<file path="src/rtl/csi2_pkg.sv">
// +----------------------------------------------------------------------+
// | csi2_pkg: shared states, error codes and DI threshold for CSI-2 lane |
// | Rev 1.0                                                              |
// +----------------------------------------------------------------------+
`default_nettype none

package csi2_pkg;

  typedef enum logic [2:0] {
    ST_IDLE      = 3'd0,
    ST_WAIT_SYNC = 3'd1,
    ST_HEADER    = 3'd2,
    ST_PAYLOAD   = 3'd3,
    ST_FOOTER    = 3'd4,
    ST_DONE      = 3'd5
  } lane_state_e;

  localparam logic [1:0]  c_err_none         = 2'd0;
  localparam logic [1:0]  c_err_sync_timeout = 2'd1;
  localparam logic [1:0]  c_err_length       = 2'd2;
  localparam logic [1:0]  c_err_hs_drop      = 2'd3;

  // Data types below this value carry no payload (short packets)
  localparam logic [5:0]  c_long_di_min      = 6'h10;
  localparam logic [15:0] c_footer_bytes     = 16'd2;

  function automatic logic is_short_pkt(input logic [7:0] di);
    return (di[5:0] < c_long_di_min);
  endfunction

endpackage

`default_nettype wire

</file>
<file path="src/rtl/csi2_byte_counter.sv">
// +----------------------------------------------------------------------+
// | csi2_byte_counter: loadable down-counter of valid bytes, zero flag   |
// | Rev 1.0                                                              |
// +----------------------------------------------------------------------+
`default_nettype none

module csi2_byte_counter (
  input  logic        clk_i,
  input  logic        rst_n_i,
  input  logic        load_i,
  input  logic [15:0] load_val_i,
  input  logic        dec_i,
  output logic        zero_o
);

  logic [15:0] r_count;

  // Saturates at zero so a stray decrement can never wrap the count
  always_ff @(posedge clk_i or negedge rst_n_i) begin
    if (!rst_n_i) begin
      r_count <= '0;
    end else if (load_i) begin
      r_count <= load_val_i;
    end else if (dec_i && (r_count != 16'd0)) begin
      r_count <= r_count - 16'd1;
    end
  end

  assign zero_o = (r_count == 16'd0);

endmodule

`default_nettype wire

</file>
<file path="src/rtl/csi2_lane_ctrl.sv">
// +----------------------------------------------------------------------+
// | csi2_lane_ctrl: CSI-2 lane packet FSM (sync, header, payload, CRC)   |
// | Rev 1.0                                                              |
// +----------------------------------------------------------------------+
`default_nettype none

module csi2_lane_ctrl
  import csi2_pkg::*;
#(
  parameter int unsigned SYNC_TIMEOUT = 1023,
  parameter logic [15:0] MAX_WC       = 16'hFFFF
) (
  input  logic        clk_i,
  input  logic        rst_n_i,
  input  logic        hs_active_i,
  input  logic        aligned_valid_i,
  input  logic [7:0]  aligned_byte_i,
  output logic        align_enable_o,
  output logic        wait_for_sync_o,
  output logic        packet_done_o,
  output logic        hdr_valid_o,
  output logic [7:0]  hdr_di_o,
  output logic [15:0] hdr_wc_o,
  output logic [7:0]  hdr_ecc_o,
  output logic        payload_valid_o,
  output logic [7:0]  payload_byte_o,
  output logic        payload_last_o,
  output logic [1:0]  err_o
);

  localparam int unsigned c_sync_w = (SYNC_TIMEOUT > 1) ? $clog2(SYNC_TIMEOUT) : 1;

  lane_state_e         r_state;
  lane_state_e         w_next;
  logic [c_sync_w-1:0] r_sync_cnt;
  logic [1:0]          r_hdr_idx;
  logic [7:0]          r_hdr_di;
  logic [15:0]         r_hdr_wc;
  logic [7:0]          r_hdr_ecc;
  logic                r_hdr_valid;
  logic                r_pl_valid;
  logic [7:0]          r_pl_byte;
  logic                r_pl_last;
  logic                r_done;
  logic [1:0]          r_err;

  logic                w_byte_ok;
  logic                w_sync_expired;
  logic                w_err_load;
  logic [1:0]          w_err_code;
  logic                w_cnt_load;
  logic [15:0]         w_cnt_val;
  logic                w_cnt_dec;
  logic                w_cnt_zero;

  assign w_byte_ok      = aligned_valid_i & hs_active_i;
  assign w_sync_expired = (r_sync_cnt == c_sync_w'(SYNC_TIMEOUT - 1));

  // Counter holds "bytes remaining minus one", so zero marks the final byte
  csi2_byte_counter u_byte_counter (
    .clk_i      (clk_i),
    .rst_n_i    (rst_n_i),
    .load_i     (w_cnt_load),
    .load_val_i (w_cnt_val),
    .dec_i      (w_cnt_dec),
    .zero_o     (w_cnt_zero)
  );

  always_ff @(posedge clk_i or negedge rst_n_i) begin
    if (!rst_n_i) begin
      r_state <= ST_IDLE;
    end else begin
      r_state <= w_next;
    end
  end

  always_comb begin
    w_next     = r_state;
    w_err_load = 1'b0;
    w_err_code = c_err_none;
    w_cnt_load = 1'b0;
    w_cnt_val  = '0;
    w_cnt_dec  = 1'b0;
    unique case (r_state)
      ST_IDLE: begin
        if (hs_active_i) w_next = ST_WAIT_SYNC;
      end
      ST_WAIT_SYNC: begin
        if (aligned_valid_i) begin
          w_next = ST_HEADER;
        end else if (w_sync_expired) begin
          w_next     = ST_DONE;
          w_err_load = 1'b1;
          w_err_code = c_err_sync_timeout;
        end
      end
      ST_HEADER: begin
        if (!hs_active_i) begin
          w_next     = ST_DONE;
          w_err_load = 1'b1;
          w_err_code = c_err_hs_drop;
        end else if (aligned_valid_i && (r_hdr_idx == 2'd3)) begin
          // DI and both WC bytes are already registered when ECC arrives
          if (is_short_pkt(r_hdr_di)) begin
            w_next = ST_DONE;
          end else if (r_hdr_wc > MAX_WC) begin
            w_next     = ST_DONE;
            w_err_load = 1'b1;
            w_err_code = c_err_length;
          end else if (r_hdr_wc == 16'd0) begin
            w_next     = ST_FOOTER;
            w_cnt_load = 1'b1;
            w_cnt_val  = c_footer_bytes - 16'd1;
          end else begin
            w_next     = ST_PAYLOAD;
            w_cnt_load = 1'b1;
            w_cnt_val  = r_hdr_wc - 16'd1;
          end
        end
      end
      ST_PAYLOAD: begin
        if (!hs_active_i) begin
          w_next     = ST_DONE;
          w_err_load = 1'b1;
          w_err_code = c_err_hs_drop;
        end else if (aligned_valid_i) begin
          w_cnt_dec = 1'b1;
          if (w_cnt_zero) begin
            w_next     = ST_FOOTER;
            w_cnt_load = 1'b1;
            w_cnt_val  = c_footer_bytes - 16'd1;
          end
        end
      end
      ST_FOOTER: begin
        if (!hs_active_i) begin
          w_next     = ST_DONE;
          w_err_load = 1'b1;
          w_err_code = c_err_hs_drop;
        end else if (aligned_valid_i) begin
          w_cnt_dec = 1'b1;
          if (w_cnt_zero) w_next = ST_DONE;
        end
      end
      ST_DONE: begin
        if (!hs_active_i) w_next = ST_IDLE;
      end
      default: begin
        w_next = ST_IDLE;
      end
    endcase
  end

  always_ff @(posedge clk_i or negedge rst_n_i) begin
    if (!rst_n_i) begin
      r_sync_cnt <= '0;
      r_hdr_idx  <= '0;
    end else begin
      if (r_state == ST_WAIT_SYNC) r_sync_cnt <= r_sync_cnt + c_sync_w'(1);
      else                         r_sync_cnt <= '0;
      if (r_state != ST_HEADER)    r_hdr_idx  <= '0;
      else if (w_byte_ok)          r_hdr_idx  <= r_hdr_idx + 2'd1;
    end
  end

  always_ff @(posedge clk_i or negedge rst_n_i) begin
    if (!rst_n_i) begin
      r_hdr_di  <= '0;
      r_hdr_wc  <= '0;
      r_hdr_ecc <= '0;
    end else if ((r_state == ST_HEADER) && w_byte_ok) begin
      unique case (r_hdr_idx)
        2'd0:    r_hdr_di       <= aligned_byte_i;
        2'd1:    r_hdr_wc[7:0]  <= aligned_byte_i;
        2'd2:    r_hdr_wc[15:8] <= aligned_byte_i;
        default: r_hdr_ecc      <= aligned_byte_i;
      endcase
    end
  end

  always_ff @(posedge clk_i or negedge rst_n_i) begin
    if (!rst_n_i) begin
      r_hdr_valid <= 1'b0;
      r_pl_valid  <= 1'b0;
      r_pl_byte   <= '0;
      r_pl_last   <= 1'b0;
      r_done      <= 1'b0;
      r_err       <= c_err_none;
    end else begin
      r_hdr_valid <= (r_state == ST_HEADER) && w_byte_ok && (r_hdr_idx == 2'd3);
      r_pl_valid  <= (r_state == ST_PAYLOAD) && w_byte_ok;
      r_pl_last   <= (r_state == ST_PAYLOAD) && w_byte_ok && w_cnt_zero;
      if ((r_state == ST_PAYLOAD) && w_byte_ok) r_pl_byte <= aligned_byte_i;
      r_done      <= (w_next == ST_DONE) && (r_state != ST_DONE);
      if ((w_next == ST_WAIT_SYNC) && (r_state != ST_WAIT_SYNC)) r_err <= c_err_none;
      else if (w_err_load)                                       r_err <= w_err_code;
    end
  end

  assign align_enable_o  = (r_state != ST_IDLE);
  assign wait_for_sync_o = (r_state == ST_WAIT_SYNC);
  assign packet_done_o   = r_done;
  assign hdr_valid_o     = r_hdr_valid;
  assign hdr_di_o        = r_hdr_di;
  assign hdr_wc_o        = r_hdr_wc;
  assign hdr_ecc_o       = r_hdr_ecc;
  assign payload_valid_o = r_pl_valid;
  assign payload_byte_o  = r_pl_byte;
  assign payload_last_o  = r_pl_last;
  assign err_o           = r_err;

endmodule

`default_nettype wire

</file>
<file path="config.mk">
export PLATFORM = sky130hd
export DESIGN_NAME = csi2_lane_ctrl
export DESIGN_NICKNAME = d
export VERILOG_FILES = /design/src/rtl/csi2_pkg.sv /design/src/rtl/csi2_byte_counter.sv /design/src/rtl/csi2_lane_ctrl.sv
export SDC_FILE = /design/constraint.sdc
export NUM_CORES = 1
export LEC_CHECK = 0
export ABC_AREA = 1
export CELL_PAD_IN_SITES_DETAIL_PLACEMENT = 1
export CELL_PAD_IN_SITES_GLOBAL_PLACEMENT = 1
export CORE_MARGIN = 1.5
export CORE_UTILIZATION = 36
export CTS_CLUSTER_DIAMETER = 100
export CTS_CLUSTER_SIZE = 28
export DETAILED_ROUTE_END_ITERATION = 7
export PLACE_DENSITY = 0.77
export SLEW_MARGIN = 25
export SYNTH_ARGS = -nofsm -noshare
export SYNTH_HDL_FRONTEND = slang
export SYNTH_SLANG_ARGS = --single-unit
</file>
<file path="constraint.sdc">
create_clock -name clk_i -period 1.55 [get_ports clk_i]
set_input_delay 0.155 -clock clk_i [delete_from_list [all_inputs] [get_ports clk_i]]
set_output_delay 0.155 -clock clk_i [all_outputs]
set_load 0.02 [all_outputs]
</file>
==> run metrics, run 1 <==
global-route wire length before repair=23,300 um; Routed Antenna Nets=0; CTS max path bufs=2; Final Non-Filler Cells=854; largest net degree at the start of global routing=39; GR Overflow Total=0; Worst path most repeated cell=nand2_1; design area=6230 sq um; Peak VDD IR=0.819 mV; drt via density=4.99; Synth area leader=dfrtp_1; Mapped Cells=547; worst r2r path cells=10; CTS buffer count=9; crit path from=u_byte_counter.r_count[0]; H-tree levels=3; post-DP HPWL=10,200 um; ratio of cells with drive above 1 in the final layout=0.291; Top Ports=60; CP Class=flip-flop to flip-flop; routed via count=4,264; gr usage total=0.237; min Tclk post-route=1.68 ns; setup TNS=-1.38 ns; max_cap viols=0; violated checks=negative setup slack; DP Area=5670 sq um; fin. max-slew vios=0; Util after Layout=0.548; Hold Path Class=input port to asynchronous set/reset pin; initial antenna violation count=0; RR Endpoint=u_byte_counter.r_count[4]; fillers=1,393; Setup Skew=0.00822 ns; Clock Latency Late Sink=0.34 ns; CTS tree=built; R2R Path Start=u_byte_counter.r_count[0]; ant diodes=0; overall die height=111 um; status=complete, but fails checks; core area=11,400 sq um; routed len/inst=17.4 um; max_slew headroom=0.624; PwrDens=1590 nW/um^2; Lkg Pwr=0.00332 uW; Slew @ Worst Pin=0.564 ns; Yosys cell types=33; Yosys warning count=0; Hold Fails Final Rpt=0; startpoint types=flip-flop; Worst Path Arrival=1.91 ns; Die X=111 um; Starting DRT DRC Count=125; Slowest cell on crit path=dfrtp_1; crit path buf inv count=2; Reg area=1930 sq um; post-synth top area share=0.460; clk sinks=77; Worst R2R Setup Slack=-0.13 ns; Crit. End Element=flip-flop; RSZ-0062 raised after global routing=yes; Port Buffer Count=59; CP Max Fanout=20; DRC=0; FF+latch count, synth=77; Initial Util=0.368; Clock Pin Slew Worst Setup and Hold Paths=0.07 ns; cell breakdown of the critical path=inv_2 -> ha_4 -> nand2_4 -> nor3_4 -> nand4_1 -> buf_12 -> nand3_2 -> nand2_1 -> nand2_1 -> nand2_1; Final setup violation count=17; Area growth syn-to-layout=48.9%; Rows=39; CP max stage delay=0.41 ns; routed wire length=14,800 um; nets@finish=726; Mapped Area=4190 sq um; multi-input logic area=2220 sq um; vias in the first global route=4,687; Syn Nets=567; period utilisation layout=1.08; ranking of synthesized cells by area=dfrtp_1 (46%), nand2_1 (15%), nor2_1 (6.9%); final RePlAce weighted congestion=0.884; CP required=1.78 ns; Top delay family on crit path=simple AND/OR/NAND/NOR gates; Post-Syn Area per Cell=7.65 sq um; Die ar.=12,300 sq um; sequential area share after synthesis=0.460; drt first pass iters=4; placed cell count=828; fmax=596 MHz; CTS root buffer=clkbuf_16; Final Worst Setup Slack=-0.128 ns
==> state kept, by name, summed over array words and instances, names as in the netlist <==
register	cells
err_o	2
hdr_di_o	8
hdr_ecc_o	8
hdr_valid_o	1
hdr_wc_o	16
packet_done_o	1
payload_byte_o	8
payload_last_o	1
payload_valid_o	1
r_hdr_idx	2
r_state	3
r_sync_cnt	10
u_byte_counter.r_count	16
==> routing by layer <==
metal	vias up	global-route usage	part of all wire
met4	0	0.0795	0.015
met5	-	0	0
met3	22	0.0465	0.040
met1	2110	0.283	0.42
met2	81	0.427	0.52
li1	2051	-	-
==> final cells by class <==
type | count | area share
clock buffer | 11 | 0.0373
sequential | 77 | 0.309
tap | 143 | 0.0287
timing repair buffer | 160 | 0.225
inverter | 53 | 0.0335
clock inverter | 5 | 0.00983
multi-input combinational | 405 | 0.356
==> what timing repair did <==
| item | 4_1_cts | 5_1_grt |
|---|---|---|
| hold endpoints to repair | 35 | 0 |
| pin swaps | 10 | 15 |
| hold buffers | 1 | 0 |
| endpoints found under the setup margin | 36 | 26 |
| buffers inserted | 3 | 5 |
| resized for setup | 43 | 61 |
| gates cloned | 1 | 1 |
==> worst max-delay path by stage <==
stage,to,slack (ns),cells past startpoint
3_3_place_gp,u_byte_counter.r_count[1],-0.16,11
2_1_floorplan,u_byte_counter.r_count[11],0.0008,12
6_report,u_byte_counter.r_count[4],-0.13,10
3_5_place_dp,u_byte_counter.r_count[11],-0.23,11
4_1_cts,u_byte_counter.r_count[4],-0.12,10
5_1_grt,u_byte_counter.r_count[13],-0.24,11
==> synthesized netlist by cell type <==
library cell and instances:
nand2_1 171, dfrtp_1 77, nor2_1 77, inv_1 49, o21ai_0 44, nand3_1 35, a21oi_1 13, xor2_1 11
xnor2_1 10, ha_1 8, nand4_1 7, clkbuf_1 5, buf_6 4, inv_2 4, nand2_4 4, nor3_1 4
a31o_2 2, buf_2 2, nand2_2 2, nand3b_1 2, nor2_4 2, nor2_8 2, nor3_2 2, a22o_1 1
a31oi_1 1, and2_1 1, buf_4 1, nand3_2 1, o211a_1 1, o21bai_1 1, o22ai_1 1, or2_0 1
or2_2 1
==> power by group <==
part	internal, uW	switching, uW	total [uW]
registers	2490	349	2830
logic	2270	2660	4930
clock network	1250	901	2150
total	6010	3910	9920
==> through the flow <==
step / hold WS (ns) / worst slack [ns] / power (uW)
2_1_floorplan: -0.141 / 0.000786 / 5160
3_3_place_gp: 0.172 / -0.163 / 7080
3_5_place_dp: 0.182 / -0.233 / 7310
4_1_cts: 0.367 / -0.122 / 9670
5_1_grt: 0.395 / -0.238 / 10500
6_report: 0.346 / -0.128 / 9920
==> layout by cell type, fill, tap and decap left out, drive strengths merged, types with 2 or more instances in the layout <==
master,Yosys,layout
xor2,11,11
clkinvlp,0,3
dfrtp,77,77
a31o,2,2
dlygate4sd2,0,15
ha,8,8
nor2,81,81
nand4,7,7
a21oi,13,13
nand2,177,177
buf,7,102
nor3,6,6
inv,53,53
xnor2,10,10
or2,2,2
clkbuf,5,12
clkdlybuf4s50,0,40
nand3b,2,2
nand3,36,36
o21ai,44,44
==> cells by family (layout without fill, tap and decap cells) <==
family | Yosys count | in the layout | synth area share
compound gates | 64 | 64 | 0.0816
flops | 77 | 77 | 0.460
buf+inv | 65 | 229 | 0.0669
xor+xnor | 21 | 21 | 0.0439
fa+ha+maj | 8 | 8 | 0.0239
simple gates | 312 | 312 | 0.323
Note: power is estimated with default switching activity, not from simulation.
==> inputs of run 2 (changes only) <==
Settings changed: CAP_MARGIN from default to 25, PLACE_DENSITY 0.77 to 0.83.
==> run metrics, run 2 (same netlist as run 1, synthesis figures left out) <==
status=complete, but fails checks; violated checks=negative setup slack; overall die height=111 um; CTS buffer count=9; commonest non-fill, non-tap cell in the layout=nand2_1; Lkg Pwr=0.00343 uW; final RePlAce weighted congestion=0.892; Clock Latency Late Sink=0.36 ns; Crit. End Element=flip-flop; fmax=535 MHz; vias in the first global route=4,938; Hold Fails Final Rpt=0; Starting DRT DRC Count=267; drt via density=5.58; routed len/inst=23.0 um; design area=6500 sq um; Area growth syn-to-layout=55.3%; Rows=39; Setup WS pre-CTS=-0.276 ns; ratio of cells with drive above 1 in the final layout=0.325; R2R Path Start=u_byte_counter.r_count[8]; Peak VDD IR=1.16 mV; Die ar.=12,300 sq um; largest net degree at the start of global routing=30; Setup Skew=0.00929 ns; CP Class=flip-flop to flip-flop; global-route wire length before repair=26,700 um; Die X=111 um; clk sinks=77; initial antenna violation count=0; CTS root buffer=clkbuf_16; DP Area=5600 sq um; Worst R2R Setup Slack=-0.32 ns; period utilisation layout=1.21; RR Endpoint=u_byte_counter.r_count[3]; drt first pass iters=4; gr usage total=0.279; RSZ-0062 raised after global routing=yes; nets@finish=732; CP required=1.79 ns; Final Worst Setup Slack=-0.320 ns; Hold Path Class=input port to asynchronous set/reset pin; routed wire length=19,800 um; PwrDens=1680 nW/um^2; Worst Path Arrival=2.11 ns; Final setup violation count=25; GR Overflow Total=0; Final Power=10,900 uW; CP Max Fanout=10; Top Ports=60; ant diodes=0; fin. max-slew vios=0; Port Buffer Count=59; Routed Antenna Nets=0; CTS max path bufs=2; H-tree levels=3; DRC=0; commonest cells after routing, fill and taps aside=nand2_1 (150), buf_4 (91), dfrtp_1 (71); min Tclk post-route=1.87 ns; CTS tree=built; Clock Pin Slew Worst Setup and Hold Paths=0.07 ns; Initial Util=0.368; max_cap viols=0; core area=11,400 sq um; routed via count=4,797; startpoint types=flip-flop; worst r2r path cells=10; Slew @ Worst Pin=0.464 ns; post-DP HPWL=10,400 um; max_slew headroom=0.691
## run 2: cell count changes in the layout (fill, tap and decap cells not counted), sizes merged, moves of 2 or more
cell | previous run | this run
clkinvlp | 3 | 1
inv | 53 | 55
clkdlybuf4s50 | 40 | 38
buf | 102 | 106
## run 2: worst max-delay path, cell delays in order, from the launching register on
cell and delay (ns):
dfrtp_1 0.42, nor2_4 0.15, nand2_2 0.09, nor3_4 0.25
nand4_1 0.19, buf_6 0.19, clkbuf_16 0.17, nand3_1 0.07
nand2_1 0.08, nand2_1 0.07, nand2_1 0.05
## run 2: repair_timing
item	4_1_cts	5_1_grt
cloned	2	2
setup endpoints to repair	41	33
gates resized for setup	67	79
pin swaps	17	28
hold buffers	1	0
buffers inserted	9	9
hold endpoints to repair	25	0
## run 2: worst max-delay path by stage
stage / startpoint / to / cells past startpoint
after floorplan: hdr_wc_o[0] / u_byte_counter.r_count[11] / 12
after global placement: hs_active_i / u_byte_counter.r_count[1] / 11
after detailed placement: aligned_valid_i / u_byte_counter.r_count[8] / 10
after CTS: u_byte_counter.r_count[0] / u_byte_counter.r_count[12] / 10
after global routing: u_byte_counter.r_count[8] / u_byte_counter.r_count[3] / 10
final: u_byte_counter.r_count[8] / u_byte_counter.r_count[3] / 10
## run 2: final cells by class
| cell class | instances | area [sq um] |
|---|---|---|
| repair buffers | 166 | 1520 |
| inverters | 53 | 211 |
| flip-flops and latches | 77 | 1930 |
| well taps | 143 | 179 |
| fillers | 1327 | 4870 |
| clock buffers | 10 | 229 |
| clock inverters | 6 | 93.8 |
| multi-input cells | 405 | 2340 |
## run 2: power by group
part | leakage, uW | total, uW | internal [uW] | switching (uW)
sequential | 0.00102 | 2930 | 2490 | 438
combinational | 0.00226 | 5550 | 2420 | 3140
clock | 0.000154 | 2410 | 1430 | 982
## run 2: layer usage
| metal | GRT usage | up-vias | share of wire | routed length, um |
|---|---|---|---|---|
| met5 | 0 | - | 0 | 0 |
| met4 | 0.129 | 0 | 0.057 | 1120 |
| met3 | 0.0569 | 88 | 0.058 | 1140 |
| met2 | 0.506 | 234 | 0.52 | 10300 |
| met1 | 0.314 | 2411 | 0.36 | 7200 |
| li1 | - | 2064 | - | - |
## run 2: per-stage QoR
step           instances   util  hold slack [ns]  TNS (ns)
4_1_cts              849  0.539            0.300     -1.57
2_1_floorplan        547      -           -0.141         0
5_1_grt              860  0.572            0.322     -7.44
3_5_place_dp         821  0.493            0.111     -5.18
6_report             860  0.572            0.278     -5.23
3_3_place_gp         821  0.493            0.109     -2.92
